**config.mk**
```make
export PLATFORM = sky130hd
export DESIGN_NAME = shake_arbiter
export DESIGN_NICKNAME = d
export VERILOG_FILES = /design/src/rtl/shake_arbiter.sv
export SDC_FILE = /design/constraint.sdc
export NUM_CORES = 1
export LEC_CHECK = 0
export BUFFER_PORTS_ARGS = -buffer_cell sky130_fd_sc_hd__buf_4
export CAP_MARGIN = 20
export CELL_PAD_IN_SITES_DETAIL_PLACEMENT = 1
export CELL_PAD_IN_SITES_GLOBAL_PLACEMENT = 1
export CORE_AREA = 4 4 198 200
export DETAILED_ROUTE_END_ITERATION = 7
export DIE_AREA = 0 0 202 204
export PLACE_DENSITY = 0.49
export SLEW_MARGIN = 10
export SYNTH_ARGS = -nofsm -noshare
export SYNTH_HDL_FRONTEND = slang
export SYNTH_SLANG_ARGS = --single-unit
```
**constraint.sdc**
```tcl
create_clock -name clk -period 2.9 [get_ports clk]
set_input_delay 0.145 -clock clk [delete_from_list [all_inputs] [get_ports clk]]
set_output_delay 0.145 -clock clk [all_outputs]
set_load 0.05 [all_outputs]
```
**src/rtl/shake_arbiter.sv**
```systemverilog
// shake_arbiter: round-robin session arbiter in front of a single SHAKE core.
// A client owns the core from grant until it drops its request; the core
// sponge is then wiped with a one-cycle clear pulse before the next grant.
module shake_arbiter #(
    parameter int NUM_REQ       = 4,
    parameter int DATA_IN_BITS  = 64,
    parameter int DATA_OUT_BITS = 64,
    parameter int LEN_W         = $clog2(DATA_IN_BITS) + 1
) (
    input  logic                            clk,
    input  logic                            rst,
    input  logic [NUM_REQ-1:0]              i_req,
    output logic [NUM_REQ-1:0]              o_grant,
    input  logic [NUM_REQ*DATA_IN_BITS-1:0] i_cl_data_in,
    input  logic [NUM_REQ-1:0]              i_cl_in_valid,
    input  logic [NUM_REQ-1:0]              i_cl_in_last,
    input  logic [NUM_REQ*LEN_W-1:0]        i_cl_last_len,
    output logic [NUM_REQ-1:0]              o_cl_in_ready,
    input  logic [NUM_REQ-1:0]              i_cl_out_ready,
    output logic [NUM_REQ-1:0]              o_cl_out_valid,
    output logic [DATA_OUT_BITS-1:0]        o_cl_data_out,
    output logic [DATA_IN_BITS-1:0]         o_core_data_in,
    output logic                            o_core_in_valid,
    output logic                            o_core_in_last,
    output logic [LEN_W-1:0]                o_core_last_len,
    output logic                            o_core_out_ready,
    input  logic                            i_core_in_ready,
    input  logic                            i_core_out_valid,
    input  logic [DATA_OUT_BITS-1:0]        i_core_data_out,
    output logic                            o_core_clear
);

    localparam int IDX_W = $clog2(NUM_REQ);

    typedef enum logic [1:0] {
        S_IDLE  = 2'd0,
        S_BUSY  = 2'd1,
        S_CLEAR = 2'd2
    } state_t;

    state_t             r_state;
    state_t             w_next_state;
    logic [NUM_REQ-1:0] r_grant;
    logic [NUM_REQ-1:0] w_next_grant;
    // While BUSY the pointer doubles as the index of the granted client.
    logic [IDX_W-1:0]   r_rr_ptr;
    logic [IDX_W-1:0]   w_next_ptr;
    logic               w_found;
    logic [IDX_W-1:0]   w_pick;
    logic [IDX_W-1:0]   w_cand;
    logic               w_busy;

    // Round-robin pick: first requester after the last winner, wrapping.
    always_comb begin
        w_found = 1'b0;
        w_pick  = r_rr_ptr;
        w_cand  = r_rr_ptr;
        for (int k = 1; k <= NUM_REQ; k++) begin
            w_cand = IDX_W'((int'(r_rr_ptr) + k) % NUM_REQ);
            if (!w_found && i_req[w_cand]) begin
                w_found = 1'b1;
                w_pick  = w_cand;
            end
        end
    end

    // Next-state logic: grant on any request, release when the owner drops req.
    always_comb begin
        w_next_state = r_state;
        w_next_grant = r_grant;
        w_next_ptr   = r_rr_ptr;
        case (r_state)
            S_IDLE: begin
                if (w_found) begin
                    w_next_state = S_BUSY;
                    w_next_grant = NUM_REQ'(1) << w_pick;
                    w_next_ptr   = w_pick;
                end
            end
            S_BUSY: begin
                if (!i_req[r_rr_ptr]) begin
                    w_next_state = S_CLEAR;
                    w_next_grant = '0;
                end
            end
            S_CLEAR: begin
                w_next_state = S_IDLE;
                w_next_grant = '0;
            end
            default: begin
                w_next_state = S_IDLE;
                w_next_grant = '0;
            end
        endcase
    end

    // State, grant and priority pointer registers.
    always_ff @(posedge clk) begin
        if (rst) begin
            r_state  <= S_IDLE;
            r_grant  <= '0;
            r_rr_ptr <= IDX_W'(NUM_REQ - 1);
        end else begin
            r_state  <= w_next_state;
            r_grant  <= w_next_grant;
            r_rr_ptr <= w_next_ptr;
        end
    end

    assign w_busy        = (r_state == S_BUSY);
    assign o_grant       = r_grant;
    assign o_core_clear  = (r_state == S_CLEAR);
    assign o_cl_data_out = i_core_data_out;

    // Handshake mux: only the owning client sees the core; everything else is quiet.
    always_comb begin
        o_core_data_in   = '0;
        o_core_in_valid  = 1'b0;
        o_core_in_last   = 1'b0;
        o_core_last_len  = '0;
        o_core_out_ready = 1'b0;
        o_cl_in_ready    = '0;
        o_cl_out_valid   = '0;
        for (int i = 0; i < NUM_REQ; i++) begin
            if (w_busy && (r_rr_ptr == IDX_W'(i))) begin
                o_core_data_in    = i_cl_data_in[i*DATA_IN_BITS +: DATA_IN_BITS];
                o_core_in_valid   = i_cl_in_valid[i];
                o_core_in_last    = i_cl_in_last[i];
                o_core_last_len   = i_cl_last_len[i*LEN_W +: LEN_W];
                o_core_out_ready  = i_cl_out_ready[i];
                o_cl_in_ready[i]  = i_core_in_ready;
                o_cl_out_valid[i] = i_core_out_valid;
            end
        end
    end

endmodule

```
After elaboration in Yosys (flattened, before gate mapping)
Cells that the tools add are included.

Reductions and logical operators: 14. Equal/unequal tests: 7. Divide/modulo/power cells: 0. Multiplexer cells: 52. Bitwise operators: 0. Multiply operators: 0. Add/sub/neg operators: 4. Shifts and indexed selects: 1. Order comparisons: 5.

Operator list (count): 64-bit 2-to-1 mux (4); 1-bit 2-to-1 mux (29); 7-bit 2-to-1 mux (4); 2-bit by 3-bit < comparator with 1-bit output, second input constant (5); 2-bit 2-to-1 mux (6); 1-bit binary-select mux with 2-bit select (5); 4-bit 2-to-1 mux (2); 4-bit one-hot mux with 2 select lines (1); 1-bit logical AND (7); 2-bit == test, second input constant (3); 2-bit by 1-bit adder with 2-bit output, second input constant (2); 2-bit adder, second input constant (2); 2-bit by 1-bit == test with 1-bit output, second input constant (2); 2-bit zero test (2); 2-bit != test, second input constant (2); 2-bit one-hot mux with 2 select lines (1); 2-bit AND reduction (2); 1-bit by 2-bit << shifter with 4-bit output, first input constant (1); 1-bit zero test (3).

Word-level logic and storage cells: 86. Bits in writable memories: 0. Output and inout bits: 151. Register bits after elaboration: 8. Input port bits: 368. Latch bits: 0. Bits in read-only memories: 0. Memories kept: 0.

Longest topological paths before layout
Depth in word-level cells: 16. Gate-level depth with buffers: 10. Mapped depth without buffers: 8.

Least setup slack after synthesis
Ideal clock, no wire load.

Path kind: flip-flop to output port. From: reg r_rr_ptr[0]. To: out o_core_data_in[23]. Buffers on the path: 3. Stages on the path, launching flop included: 10. Arrival: 2.597 ns. Required time: 2.755 ns. Path slack: 0.158 ns. Cells stage by stage: dfxtp_1 buf_6 inv_1 ha_1 and2_1 buf_2 clkbuf_1 a221o_1 o21ai_0 o21ai_0.

Longest elaborated chain between the ends: 6. Elaborated cells between the ends (all ways): 12. Classes of those cells: eq/ne: 3; mux: 4; reduce/logical: 5.

Ends and longest elaborated chain: from (decl) (RTL line 46) `logic [IDX_W-1:0] r_rr_ptr;`; from (signal assigned) (RTL line 102) `r_rr_ptr <= IDX_W'(NUM_REQ - 1);`; from (signal assigned) (RTL line 106) `r_rr_ptr <= w_next_ptr;`; 2-bit zero test (RTL line 125) `if (w_busy && (r_rr_ptr == IDX_W'(i))) begin`; 1-bit logical AND (RTL line 125); 64-bit 2-to-1 mux (3 in a row) (RTL line 125); 64-bit 2-to-1 mux (*) (RTL line 125); to (decl) (RTL line 22) `output logic [DATA_IN_BITS-1:0] o_core_data_in,`.

Every way passes the cells marked *; elsewhere a longest branch is shown, timed or not.

Worst setup path in the final report
From: reg r_rr_ptr[1]. To: out o_core_data_in[53].

The elaborated chain is that of the path after synthesis.

==> flow_summary.json <==
{
  "cp-start-kind": "flip-flop",
  "clock_path_buffers": 2,
  "holdPathStages": 2,
  "start_util_pct": 8.27,
  "critical_path.top_delay_family": "buffers and inverters",
  "multi_input_area_mm2": 0.00225,
  "cts_tree": "yes",
  "rsz0062_at_grt": "no",
  "crit_fanout": 34,
  "reg2reg_depth": 8,
  "dp_cells": 1284,
  "seq_power_share_pct": 3.9,
  "cts_buffers": 3,
  "nFillCells": 4572,
  "die_y_um": 204,
  "grt_max_degree": 70,
  "finalNetCount": 1150,
  "final-max-slew-violation-count": 0,
  "core_mm2": 0.0374,
  "drt_wl_total_um": 25600,
  "dr_total_vias": 4931,
  "synth-edff-count": 0,
  "hpwl_um": 21400,
  "min_period_ps": 2670,
  "hold_path_class": "in2reg",
  "htreeDepth": 1,
  "hold_ws_ps": 154,
  "cp_slowest_cell": "dfxtp_1",
  "fin_crit_sh_pct": 92.1,
  "worst_slew_pin_slew_ps": 621,
  "grt_pass1_vias": 5263,
  "worstPathArrival_ps": 2530,
  "diodes": 0,
  "p_comb_share_pct": 91.3,
  "die_w_um": 202,
  "slew_headroom_pct": 58.2,
  "routabilityCongestion": 0.867,
  "drive_above_1_share_pct": 53.7,
  "crit_cells": 8,
  "switching_power_uw": 2990,
  "area_growth_pct": 103,
  "switching_share_pct": 62.5,
  "syn-instance-count": 485,
  "cellPowerDensity_mw_per_mm2": 762,
  "outcome": "complete, no violations",
  "synth_nets": 857,
  "grt_pass1_wl_um": 36300,
  "grt_overflow_total": 0,
  "postCtsSetupRepairBufs": 0,
  "grt_use_total_pct": 11.4,
  "first_pass_iters": 4,
  "finalHoldViolations": 0,
  "cpPeakStageDelay_ps": 470,
  "end_kind": "primary output",
  "wl_per_cell_um": 19.9,
  "finClkSkew_ps": 3.03,
  "crit_chain": "inv_1 > ha_1 > nor2_4 > buf_12 > a221o_1 > o21ai_0 > o21ai_1 > buf_4",
  "routed_via_density": 3.83,
  "synth_cell_types": 31,
  "cts_sinks": 8,
  "first_iter_violations": 197,
  "synth_area_mm2": 0.00309,
  "required_ps": 2760,
  "power_leakage_uw": 0.00289,
  "path_clk_slew_ps": 40,
  "port_buffers": 390,
  "cts_root_buffer": "clkbuf_16",
  "power.total_uw": 4780,
  "crit_type": "reg2out",
  "yosysWarnings": 0,
  "ys_ff_latch": 8,
  "finalSetupTns_ps": 0,
  "clk-insertion-delay-late_ps": 230,
  "antenna_found_initial": 1,
  "ant_nets": 0,
  "fin_cells": 1287,
  "ios": 519,
  "setup_viol": 0,
  "crit_buf_inv": 3,
  "synth-async-reset-ratio_pct": 0,
  "ctsHoldBuffers": 0,
  "ys.flop_type": "dfxtp_1",
  "maxCapViolCount": 0,
  "synth_seq_area_share_pct": 5.18,
  "route.detailed.drc": 0,
  "intPower_uw": 1790,
  "p_clk_share_pct": 4.8,
  "postPlaceCellArea_mm2": 0.00620,
  "cts_resized": 0,
  "regArea_um2": 160,
  "num_rows": 71,
  "fp.dieArea_mm2": 0.0412,
  "avgSynthCellArea_um2": 6.37,
  "ir_worst_vdd_v": 0.000338,
  "final_cell_area_mm2": 0.00627,
  "fmax_ghz": 0.374
}
[power by group through the flow]
stage | logic (uW) | clock network, uW | registers (uW)
2_1_floorplan | 2940 | 0 | 253
3_3_place_gp | 4410 | 0 | 184
3_5_place_dp | 4420 | 0 | 185
4_1_cts | 4430 | 237 | 184
5_1_grt | 4630 | 244 | 191
6_report | 4360 | 231 | 184
[layout by cell type (no fill, tap or decap), types with 2 or more instances in the layout]
cell type and count:
mux4_2 3, buf_12 9, dfxtp_1 8, ha_1 4, a21oi_1 3, nor2b_1 2, a221o_1 74, clkbuf_16 3
a22oi_1 2, o21ai_0 103, inv_1 3, mux2i_1 7, buf_4 394, o21ai_1 45, a211o_1 2, nand2b_1 3
nand2_1 83, and2_4 3, and3_1 8, nor2_1 5
[synthesized netlist by cell type (2+ instances only)]
| cell | count | area share [%] |
|---|---|---|
| nand2_1 | 84 | 10 |
| nor2_1 | 6 | 0.73 |
| mux2i_1 | 7 | 2.3 |
| inv_1 | 3 | 0.36 |
| a211o_1 | 2 | 0.57 |
| buf_2 | 9 | 1.5 |
| nand2b_1 | 3 | 0.61 |
| mux4_2 | 3 | 2.2 |
| and2_1 | 4 | 0.81 |
| and3_1 | 8 | 1.6 |
| a21oi_1 | 3 | 0.49 |
| nor2b_1 | 2 | 0.40 |
| a22oi_1 | 2 | 0.49 |
| buf_1 | 9 | 1.1 |
| a221o_1 | 74 | 24 |
| buf_4 | 64 | 16 |
| clkbuf_1 | 32 | 3.9 |
| dfxtp_1 | 8 | 5.2 |
| o21ai_1 | 45 | 7.3 |
| ha_1 | 4 | 1.6 |
| o21ai_0 | 103 | 17 |
[stage by stage]
step | utilization (%) | setup slack (ps)
after global placement | 16.6 | 461
final | 16.8 | 228
after floorplan | - | 158
after CTS | 16.8 | 154
after global routing | 16.8 | 55.9
after detailed placement | 16.6 | 411
[worst register-to-register path: cells and delay by family, from the launching register on]
family	cells	cell delay, ps
AOI/OAI and AO/OA	2	530
adders and majority gates	1	400
and+or+nand+nor	3	280
DFF	1	470
muxes	1	390
buffers and inverters	1	100
[per-layer routing]
metal	up-vias	GRT usage, %	part of all wire, %
met1	2283	14.2	40
met4	0	2.66	2.4
met3	32	3.98	10
li1	2341	-	-
met5	-	0	0
met2	275	19.2	48
[sequential cells by signal, summed over array words and instances (netlist names)]
name      cells
r_state       2
r_rr_ptr      2
o_grant       4
[final cells by class]
class	count	area share [%]
Sequential cell	8	2.55
Clock buffer	3	1.20
Inverter	3	0.180
Tap cell	511	10.2
Multi-Input combinational cell	359	35.8
Timing Repair Buffer	403	50.0
[final timing paths]
| path | startpoint | to | slack, ps |
|---|---|---|---|
| worst max-delay path | r_rr_ptr[1]$_SDFFE_PP1P_ | o_core_data_in[53] | 230 |
| worst min-delay path | rst | r_state[0]$_SDFFE_PP0P_ | 150 |
| worst max register to register | r_rr_ptr[1]$_SDFFE_PP1P_ | r_rr_ptr[1]$_SDFFE_PP1P_ | 610 |
| worst min register to register | o_grant[2]$_SDFFE_PP0P_ | o_grant[2]$_SDFFE_PP0P_ | 450 |
[cells by family (layout without fill, tap and decap cells)]
kind of cell             Yosys count  in the layout  synth area share, %
AO/OA/AOI/OAI                    232            232                 50.2
buffers and inverters            118            409                 22.7
AND/OR/NAND/NOR                  113            113                 15.8
multiplexers                      10             10                 4.45
flip-flops                         8              8                 5.18
adder cells (fa/ha/maj)            4              4                 1.62
Power figures use the tool's default switching activity.
